### src/rtl/cla_pkg.sv
// Shared types and helpers for the nibble-serial carry-lookahead adder.
package cla_pkg;

  typedef enum logic [1:0] {IDLE, RUN, DONE} state_t;

  localparam int NIBBLE = 4;

  function automatic int slices(input int width);
    return width / NIBBLE;
  endfunction

endpackage

### src/rtl/cla4.sv
// 4-bit carry-lookahead adder slice; every carry comes from generate/propagate terms.
module cla4 (
  input  logic [3:0] a,
  input  logic [3:0] b,
  input  logic       cin,
  output logic [3:0] s,
  output logic       cout
);

  logic [3:0] g;
  logic [3:0] p;
  logic [4:0] c;

  assign g    = a & b;
  assign p    = a ^ b;
  assign c[0] = cin;
  assign c[1] = g[0] | (p[0] & c[0]);
  assign c[2] = g[1] | (p[1] & g[0]) | (p[1] & p[0] & c[0]);
  assign c[3] = g[2] | (p[2] & g[1]) | (p[2] & p[1] & g[0]) | (p[2] & p[1] & p[0] & c[0]);
  assign c[4] = g[3] | (p[3] & g[2]) | (p[3] & p[2] & g[1]) | (p[3] & p[2] & p[1] & g[0])
              | (p[3] & p[2] & p[1] & p[0] & c[0]);

  assign s    = p ^ c[3:0];
  assign cout = c[4];

endmodule

### src/rtl/cla_seq_adder_ctrl.sv
// WIDTH-bit add/subtract sequencer: one shared 4-bit CLA, one nibble per clock, LSB first,
// with the slice carry registered between passes.
module cla_seq_adder_ctrl
  import cla_pkg::*;
#(
  parameter int WIDTH = 16
) (
  input  logic             clk,
  input  logic             rst,
  input  logic             start,
  input  logic             sub,
  input  logic [WIDTH-1:0] a,
  input  logic [WIDTH-1:0] b,
  input  logic             cin,
  output logic             busy,
  output logic             done,
  output logic [WIDTH-1:0] sum,
  output logic             cout,
  output logic             ovf
);

  localparam int SLICES = slices(WIDTH);
  localparam int IW     = (SLICES > 1) ? $clog2(SLICES) : 1;
  localparam logic [IW-1:0] LAST = IW'(SLICES - 1);

  if ((WIDTH % NIBBLE) != 0 || WIDTH < 8) begin : g_width_check
    $error("cla_seq_adder_ctrl: WIDTH must be a multiple of 4 and >= 8");
  end

  state_t          state;
  logic [WIDTH-1:0] a_r;
  logic [WIDTH-1:0] b_r;
  logic            carry_r;
  logic [IW-1:0]   idx;

  logic [3:0] nib_a;
  logic [3:0] nib_b;
  logic [3:0] nib_s;
  logic       nib_c;

  assign nib_a = a_r[NIBBLE*idx +: NIBBLE];
  assign nib_b = b_r[NIBBLE*idx +: NIBBLE];

  cla4 u_cla (
    .a    (nib_a),
    .b    (nib_b),
    .cin  (carry_r),
    .s    (nib_s),
    .cout (nib_c)
  );

  // NOTE: every register here uses <= so all state updates see pre-edge values.
  always_ff @(posedge clk) begin
    if (rst) begin
      state   <= IDLE;
      busy    <= 1'b0;
      done    <= 1'b0;
      sum     <= '0;
      cout    <= 1'b0;
      ovf     <= 1'b0;
      a_r     <= '0;
      b_r     <= '0;
      carry_r <= 1'b0;
      idx     <= '0;
    end else begin
      case (state)
        IDLE, DONE: begin
          done <= 1'b0;
          if (start) begin
            // Subtraction is a + ~b + 1, so the inversion and the +1 are folded in here.
            a_r     <= a;
            b_r     <= sub ? ~b : b;
            carry_r <= sub ? 1'b1 : cin;
            idx     <= '0;
            sum     <= '0;
            busy    <= 1'b1;
            state   <= RUN;
          end else begin
            state <= IDLE;
          end
        end
        RUN: begin
          sum[NIBBLE*idx +: NIBBLE] <= nib_s;
          carry_r <= nib_c;
          idx     <= idx + IW'(1);
          if (idx == LAST) begin
            cout  <= nib_c;
            ovf   <= (a_r[WIDTH-1] == b_r[WIDTH-1]) && (nib_s[3] != a_r[WIDTH-1]);
            busy  <= 1'b0;
            done  <= 1'b1;
            state <= DONE;
          end
        end
        default: begin
          busy  <= 1'b0;
          done  <= 1'b0;
          state <= IDLE;
        end
      endcase
    end
  end

endmodule
### config.mk
export PLATFORM = sky130hd
export DESIGN_NAME = cla_seq_adder_ctrl
export DESIGN_NICKNAME = d
export VERILOG_FILES = /design/src/rtl/cla_pkg.sv /design/src/rtl/cla4.sv /design/src/rtl/cla_seq_adder_ctrl.sv
export SDC_FILE = /design/constraint.sdc
export NUM_CORES = 1
export LEC_CHECK = 0
export CAP_MARGIN = 5
export CORE_ASPECT_RATIO = 0.8
export CORE_MARGIN = 8
export CORE_UTILIZATION = 50
export DETAILED_ROUTE_END_ITERATION = 7
export PLACE_DENSITY = 0.89
export SYNTH_ARGS = -nofsm -noshare
export SYNTH_HDL_FRONTEND = slang
export SYNTH_SLANG_ARGS = --single-unit
### constraint.sdc
create_clock -name clk -period 6.1 [get_ports clk]
set_input_delay 1.22 -clock clk [delete_from_list [all_inputs] [get_ports clk]]
set_output_delay 1.22 -clock clk [all_outputs]
set_load 0.005 [all_outputs]
==> results_dict.tcl, run 1 <==
set metrics [dict create \
    via_count 2207 \
    seq_power_share_pct 47.9 \
    wl_mm 6.40 \
    startpoint_type "primary input" \
    post_drt_wl_per_cell_um 16.2 \
    synth_cell_types 36 \
    arrival_ps 3180 \
    power.switching_w 0.000226 \
    drc 0 \
    internal_power_w 0.000629 \
    clockBufferDepth 2 \
    ir_drop_mv 0.174 \
    hp-class "flop to flop" \
    fin_skew_ps 4.92 \
    grt_pass1_wl_mm 11.1 \
    syn_area_sq_mm 0.00265 \
    antenna_found_initial 0 \
    worst-setup-path-type "primary input to flop" \
    first_global_vias 2265 \
    syn_area_per_cell_sq_um 9.38 \
    ys_ff_latch 57 \
    track_usage_pct 17.5 \
    synth_top_area_share_pct 43.1 \
    cts.root.buffer_cell "clkbuf_8" \
    hpwlAfterDp_mm 4.58 \
    areaGrowthSynthToFinish_pct 27.1 \
    switching_share_pct 26.4 \
    dieArea_sq_mm 0.00789 \
    cts_max_level 3 \
    overflow 0 \
    insertion_delay_ps 340 \
    final_cell_mix "dfxtp_1, clkdlybuf4s50_1, nand2_1" \
    rsz0062_at_grt "no" \
    design_area_sq_mm 0.00336 \
    cp_data_required_time_ps 6290 \
    drv_slew 0 \
    drtIter0Drc 146 \
    start_util_pct 52.2 \
    p_leak_nw 1.21 \
    die_x_um 97.3 \
    nets 377 \
    tns_ps 0 \
    place_area_sq_mm 0.00320 \
    drive_gt1_share_pct 8.41 \
    fp-row-count 23 \
    io_pins 57 \
    worst_pin_slew_ps 1090 \
    fin_crit_ps 2990 \
    core_sq_mm 0.00506 \
    finalSetupViolCount 0 \
    p_clk_share_pct 34.9 \
    period_share_pct 48.9 \
    cts_made_buffers 9 \
    gp_congestion 0.889 \
    yosysTopAreaCell "dfxtp_1" \
    postCtsHoldBufs 0 \
    yosysSeqAreaShare_pct 43.1 \
    drt_pass1_iterations 4 \
    die_y_um 81.1 \
    cp_max_fo 55 \
    synthTopCellsByArea "dfxtp_1, mux4_2, nand2_1" \
    fmax_mhz 335 \
    drv_cap 0 \
    grt_max_degree 58 \
    cts.sinks 57 \
    relSlewSlack_pct 27.2 \
    path_clk_slew_ps 60 \
    cts_setup_buffers 0 \
    syn_inst 282 \
    slowest_stage "nor2b_4" \
    worstSetupEndpointType "flop" \
    yosys_warnings 0 \
    status "completed" \
    tritoncts "yes" \
    hold_viol 0 \
    powerDensity_mw_per_mm2 254 \
    postRouteAntennaNets 0 \
    syn-num-nets 329 \
    antenna_cells 0 \
    drt-vias-per-instance 5.59 \
    post_cts_resized 0 \
    critPathMaxStageDelay_ps 880 \
    final_common_cell "dfxtp_1" \
    comb_power_share_pct 17.3 \
    io_buffer_count 56 \
    path_cells "clkdlybuf4s50_1 > nor2b_4 > a21oi_1 > a22oi_1 > nor2_1" \
]
-- through the flow --
| stage | utilization (%) | cells | setup slack (ps) | total power, W | hold WS [ps] |
|---|---|---|---|---|---|
| 6_report | 66.4 | 395 | 3110 | 0.000855 | 455 |
| 5_1_grt | 66.4 | 395 | 2980 | 0.000899 | 470 |
| 4_1_cts | 66.4 | 395 | 3120 | 0.000861 | 453 |
| 3_5_place_dp | 63.2 | 381 | 2770 | 0.000564 | 445 |
| 3_3_place_gp | 63.2 | 381 | 2870 | 0.000559 | 442 |
| 2_1_floorplan | - | 282 | 3580 | 0.000512 | 433 |
-- worst max-delay path, delay by kind of cell --
kind	cells	cell delay (ps)
buf+inv	1	490
simple gates	2	930
compound gates	2	510
-- cells by family after synthesis --
group | Yosys count | synth area share [%]
flip-flops | 57 | 43.1
AO/OA/AOI/OAI | 71 | 17.7
AND/OR/NAND/NOR | 98 | 18.2
adder cells (fa/ha/maj) | 10 | 5.01
XOR/XNOR | 17 | 5.63
buffers and inverters | 21 | 3.55
multiplexers | 8 | 6.81
-- synthesized netlist by cell type --
cell      instances
buf_2             6
a31o_1            1
a211oi_1         17
nand4_1           5
fa_1              1
a311oi_1          2
and3b_1           1
a22oi_1           8
mux4_2            8
ha_1              9
a21oi_1          28
nand2b_1          2
o21ai_0           2
a31oi_1           1
a211o_1           1
nor3_1            1
buf_4             2
buf_1             5
o21ai_2           1
a211oi_2          1
nand2_1          40
nand4b_4          1
or2_1             1
nor2b_1           4
xor2_1            1
nor2_1           38
nor4b_4           1
a21o_1            3
xnor2_1          16
nor4b_2           3
nand3b_1          1
inv_1             2
o21ai_1           2
clkbuf_1          6
a32oi_1           4
dfxtp_1          57
-- routing by layer --
layer | routed length (um) | vias to the layer above | track usage (%) | part of all wire, %
li1 | - | 1093 | - | -
met1 | 2760 | 1019 | 20.6 | 43
met2 | 3040 | 88 | 28.3 | 48
met3 | 528 | 7 | 7.20 | 8.3
met4 | 68 | 0 | 6.64 | 1.1
met5 | 0 | - | 0 | 0
-- final timing paths --
check            end  startpoint  slack, ps  cells after the start
max           sum[9]       start       3110                      5
min          a_r[10]     a_r[10]        450                      2
max reg2reg  sum[10]      idx[0]       3200                      6
min reg2reg  a_r[10]     a_r[10]        450                      2
-- registers in the layout, indices dropped and copies added (netlist names), 2 cells and up --
| register | count |
|---|---|
| idx | 2 |
| sum | 16 |
| state | 2 |
| b_r | 16 |
| a_r | 16 |
-- power by group through the flow --
stage               Clock [W]  Combinational, W  Sequential [W]
detailed placement          0          0.000147        0.000417
global placement            0          0.000142        0.000416
floorplan                   0          0.000102        0.000410
CTS                  0.000305          0.000147        0.000409
finish               0.000298          0.000148        0.000409
global route         0.000323          0.000164        0.000412
-- final cells by class --
| cell class | count | area [sq um] |
|---|---|---|
| fill | 403 | 1700 |
| multi-input combinational | 204 | 1420 |
| sequential | 57 | 1140 |
| timing repair buffer | 56 | 556 |
| clock buffer | 14 | 163 |
| tap | 62 | 77.6 |
| inverter | 2 | 7.51 |
(Power assumes the default switching activity.)
==> inputs of run 2 (changes only) <==
==> constraint.sdc (replaced) <==
create_clock -name clk -period 3.05 [get_ports clk]
set_input_delay 0.61 -clock clk [delete_from_list [all_inputs] [get_ports clk]]
set_output_delay 0.61 -clock clk [all_outputs]
set_load 0.005 [all_outputs]
==> run 2 against run 1 <==
Routed wire length grew 1.2%. Hold slack got worse by 1.1 ps. Sequential share of layout area decreased by 0.60 points. Cell area grew 1.8%. Core utilization is 1.2 points higher. Critical path depth increased by 1. Total power rose by 110%. Global-route usage shrank 0.39 points. Register-to-register slack got worse by 2700 ps. Combinational power increased by 100%. Clock power is 130% higher. First-iteration DRC count increased by 18%.
==> results_dict.tcl, run 2 (synthesis results as in run 1) <==
set metrics [dict create \
    status "completed" \
    r2r_slack_ps 450 \
    fmax_mhz 385 \
    start_util_pct 52.2 \
    via_count 2274 \
    place_inst 384 \
    powerDensity_mw_per_mm2 528 \
    clockBufferDepth 2 \
    hold_viol 0 \
    drv_slew 0 \
    relSlewSlack_pct 33.1 \
    fin_skew_ps 7.12 \
    finalSetupViolCount 0 \
    antenna_cells 0 \
    die_x_um 97.3 \
    worst_pin_slew_ps 1000 \
    hp-class "flop to flop" \
    path_clk_slew_ps 60 \
    grt_max_degree 58 \
    drv_cap 0 \
    r2r-end "sum[6]" \
    cp_max_fo 8 \
    post_cts_resized 0 \
    final_common_cell "dfxtp_1" \
    holdPathEnd "a_r[8]" \
    utilization_pct 67.6 \
    areaGrowthSynthToFinish_pct 29.4 \
    track_usage_pct 17.1 \
    drtIter0Drc 173 \
    hpwlAfterDp_mm 4.68 \
    instances_no_fill 399 \
    tns_ps 0 \
    fin_crit_ps 2600 \
    hold_start "a_r[8]" \
    insertion_delay_ps 340 \
    worstReg2RegStart "idx[0]" \
    drive_gt1_share_pct 10.4 \
    cts.sinks 57 \
    arrival_ps 2780 \
    cp_data_required_time_ps 3230 \
    worst_hold_path.num_cells 2 \
    startpoint_type "flop" \
    nets 380 \
    reg2reg_depth 6 \
    drt_pass1_iterations 4 \
    overflow 0 \
    io_buffer_count 56 \
    post_drt_wl_per_cell_um 16.2 \
    postRouteAntennaNets 0 \
    top_regs "a_r: 16 flops, b_r: 16 flops, sum: 16 flops" \
    p_leak_nw 1.25 \
    core_sq_mm 0.00506 \
    postCtsHoldBufs 0 \
    io_pins 57 \
    die_y_um 81.1 \
    fp-row-count 23 \
    cts_setup_buffers 0 \
    first_global_vias 2294 \
    cts_made_buffers 9 \
    fillers 404 \
    cts_max_level 3 \
    wl_mm 6.48 \
    dieArea_sq_mm 0.00789 \
    drt-vias-per-instance 5.70 \
    drc 0 \
    grt_pass1_wl_mm 10.8 \
    regArea_sq_mm 0.00114 \
    cts.root.buffer_cell "clkbuf_8" \
    antenna_found_initial 0 \
    worstSetupEndpointType "flop" \
    period_share_pct 85.2 \
    rsz0062_at_grt "no" \
    gp_congestion 0.851 \
    worst-setup-path-type "flop to flop" \
    multi_input_area_sq_mm 0.00142 \
    final_cell_mix "dfxtp_1, clkdlybuf4s50_1, nand2_1" \
    tritoncts "yes" \
    ir_drop_mv 0.319 \
]
run 2: worst max-delay path by stage:
stage	slack, ps	endpoint	start
2_1_floorplan	530	ovf	idx[0]
3_3_place_gp	540	sum[10]	idx[0]
3_5_place_dp	440	ovf	idx[0]
4_1_cts	430	sum[6]	idx[0]
5_1_grt	230	ovf	idx[0]
6_report	450	sum[6]	idx[0]
run 2: cell type report:
cell class                 count  share of cell area [%]
sequential                    57                    33.3
timing repair buffer          59                    16.9
inverter                       2                   0.219
multi-input combinational    204                    41.4
tap                           62                    2.27
clock inverter                 1                   0.219
clock buffer                  14                    5.63
run 2: metrics by stage:
stage | hold WS (ps) | worst slack [ps] | total power, W | instance area [sq um]
after CTS | 453 | 432 | 0.00182 | 3420
after global placement | 445 | 540 | 0.00112 | 3220
after global routing | 480 | 226 | 0.00189 | 3420
after floorplan | 433 | 527 | 0.00102 | 2650
final | 454 | 453 | 0.00181 | 3420
after detailed placement | 444 | 439 | 0.00113 | 3220
run 2: power by group:
group	switching [W]	total [W]	internal, W
clock	0.000288	0.000689	0.000401
combinational	0.000157	0.000301	0.000144
sequential	0.0000324	0.000818	0.000785
total	0.000478	0.00181	0.00133
run 2: routing by layer:
layer / track usage, % / vias up / routed length (um)
met4: 8.45 / 0 / 120
li1: - / 1107 / -
met3: 8.14 / 17 / 533
met5: 0 / - / 0
met2: 25.3 / 104 / 2920
met1: 20.6 / 1046 / 2910
run 2: critical path, cell delays in order, from the launching register on:
cell and delay (ps):
dfxtp_1 620, mux4_2 630, ha_1 380, a21o_1 200, a211o_1 340, a32oi_1 210, nor2_1 70
==> variant: new RTL, settings of run 2 <==
Reset style: asynchronous (`rst`), changed in one clocked block.
--- a/src/rtl/cla_seq_adder_ctrl.sv
+++ b/src/rtl/cla_seq_adder_ctrl.sv
@@ -50,7 +50,7 @@
   );
 
   // NOTE: every register here uses <= so all state updates see pre-edge values.
-  always_ff @(posedge clk) begin
+  always_ff @(posedge clk or posedge rst) begin
     if (rst) begin
       state   <= IDLE;
       busy    <= 1'b0;
Formal check against the unedited RTL: differs if rst is asserted again (counterexample within 4 cycles, from zero or initial values and one cycle with rst high); with rst held inactive, the same outputs for 10 cycles.
==> variant against run 2 <==
  * Wire length down 11%
  * Synthesized area rose by 2.3%
  * Sequential cell count decreased by 1
  * Fmax shrank 0.44%
  * Worst setup slack lost 0.012 ns
  * Highest routed layer unchanged
  * Die area up 1.9%
  * Design area up 0.29%
Power is not compared: it rests on default switching activity, and its combinational part moved more than twofold at a synthesized area within 25%.
==> variant: results (changes against run 2) <==
** Status
- Status: completed (unchanged).

** Critical path
- The cell at the slowest stage of the critical path is sky130_fd_sc_hd__dfrtp_1 (was sky130_fd_sc_hd__mux4_2).
- Maximum single-stage delay on the critical path :: 0.72 ns (was 0.63 ns)
- The end point of the critical path is sum[11] (was sum[6]).
- The arrival time of data at the critical path endpoint came to 2.81 ns (was 2.78 ns).
- The timing startpoint of the critical path was idx[1] (was idx[0]).
- Max FO, Critical Path :: 13 (was 8)

** Logic synthesis
- The part of the Yosys area used for sequential elements came to 0.5178 (was 0.4312).
- Leading post-synthesis cells by instance count: sky130_fd_sc_hd__nand2_1, sky130_fd_sc_hd__dfrtp_1, sky130_fd_sc_hd__o21ai_0 (was sky130_fd_sc_hd__dfxtp_1, sky130_fd_sc_hd__nand2_1, sky130_fd_sc_hd__nor2_1).
- Leading cell types by total area after synthesis: sky130_fd_sc_hd__dfrtp_1, sky130_fd_sc_hd__nand2_1, sky130_fd_sc_hd__mux4_2 (was sky130_fd_sc_hd__dfxtp_1, sky130_fd_sc_hd__mux4_2, sky130_fd_sc_hd__nand2_1).
- The share of flip-flops with an asynchronous set or reset after synthesis was 1.000 (was 0).
- Flip-flop and latch count after synthesis :: 56 (was 57)
- Post-synthesis net count :: 303 (was 329)
- The cell count after synthesis is 255 (was 282).
- Number of distinct library cell variants in the gate-level netlist after synthesis :: 31 (was 36)

** GRT
- Fraction of met1 tracks used by global routing :: 0.1854 (was 0.2060)
- The global-route wire length before repair came to 9735 um (was 10,780 um).
- Routing usage on met3 :: 0.04318 (was 0.08136)
- The met2 usage in global routing came to 0.2572 (was 0.2530).
- Largest net degree at the start of global routing :: 50 (was 58)

** Clock network
- Clock latency on the worst-skew pair :: 0.31 ns (was 0.34 ns)
- The number of buffers inserted during clock tree synthesis came to 5 (was 9).
- CTS clk-pin slew, worst paths :: 0.09 ns (was 0.06 ns)
- Number of levels the H-tree was split into :: 2 (was 3)

** Placement
- The placed instance count came to 368 (was 384).
- The weighted congestion at the end of routability-driven global placement is 0.8452 (was 0.8506).
- The post-detailed-placement half-perimeter wirelength came to 4376 um (was 4681 um).
- The pre-CTS setup slack came to 0.4504 ns (was 0.4394 ns).

** Cells and area
- The number of nets in the layout was 358 (was 380).
- Post-layout instance count excluding filler cells :: 374 (was 399)
- The growth of design area from synthesis to finish is 26.86% (was 29.36%).

** Timing
- Final worst-path cycle share :: 0.8553 (was 0.8515)
- Slew @ Worst Pin :: 0.5923 ns (was 1.004 ns)

** Routing
- Detailed router's first-iteration violation count :: 105 (was 173)
- The routed wirelength normalized by instance count was 15.39 um (was 16.24 um).
- Met1 wire length :: 2656 um (was 2909 um)
- The via count was 1,980 (was 2,274).
- Routed length on met3 :: 339 um (was 533 um)
## variant: how the worst min path moves through the flow
stage | from | endpoint | slack [ns]
floorplan | a_r[10] | a_r[10] | 0.44
global placement | a_r[14] | a_r[14] | 0.45
detailed placement | a_r[12] | a_r[12] | 0.46
CTS | a_r[12] | a_r[12] | 0.48
global route | a_r[12] | a_r[12] | 0.51
finish | a_r[12] | a_r[12] | 0.48
## variant: worst max-delay path, delay by kind of cell (launching register included)
kind,cells,cell delay [ns]
simple gates,1,0.09
compound gates,3,0.72
mux,1,0.63
fa+ha+maj,1,0.34
flops,1,0.72
## variant: power breakdown
part           internal (mW)  switching [mW]
Clock                  0.236           0.226
Sequential              1.06           0.249
Combinational          0.864           0.990
## variant: final cells by class
| cell class | count | area [um2] |
|---|---|---|
| clock buffer | 5 | 68.82 |
| clock inverter | 1 | 30.03 |
| fill | 439 | 1912 |
| inverter | 4 | 15.01 |
| multi-input combinational | 182 | 1226 |
| sequential | 56 | 1401 |
| tap | 65 | 81.33 |
| timing repair buffer | 61 | 610.6 |
## variant: cell families after synthesis
| logic type | synth area share |
|---|---|
| simple gates | 0.1493 |
| compound gates | 0.1253 |
| fa+ha+maj | 0.05363 |
| xor+xnor | 0.05825 |
| buf+inv | 0.02912 |
| mux | 0.06657 |
| flops | 0.5178 |
## variant: stage by stage
step / instance area, um2 / util / hold slack (ns) / power (mW)
2_1_floorplan: 2706 / - / 0.4403 / 2.546
3_3_place_gp: 3334 / 0.6238 / 0.4521 / 3.067
3_5_place_dp: 3334 / 0.6238 / 0.4607 / 3.175
4_1_cts: 3433 / 0.6423 / 0.4835 / 3.640
5_1_grt: 3433 / 0.6423 / 0.5074 / 3.895
6_report: 3433 / 0.6423 / 0.4813 / 3.624
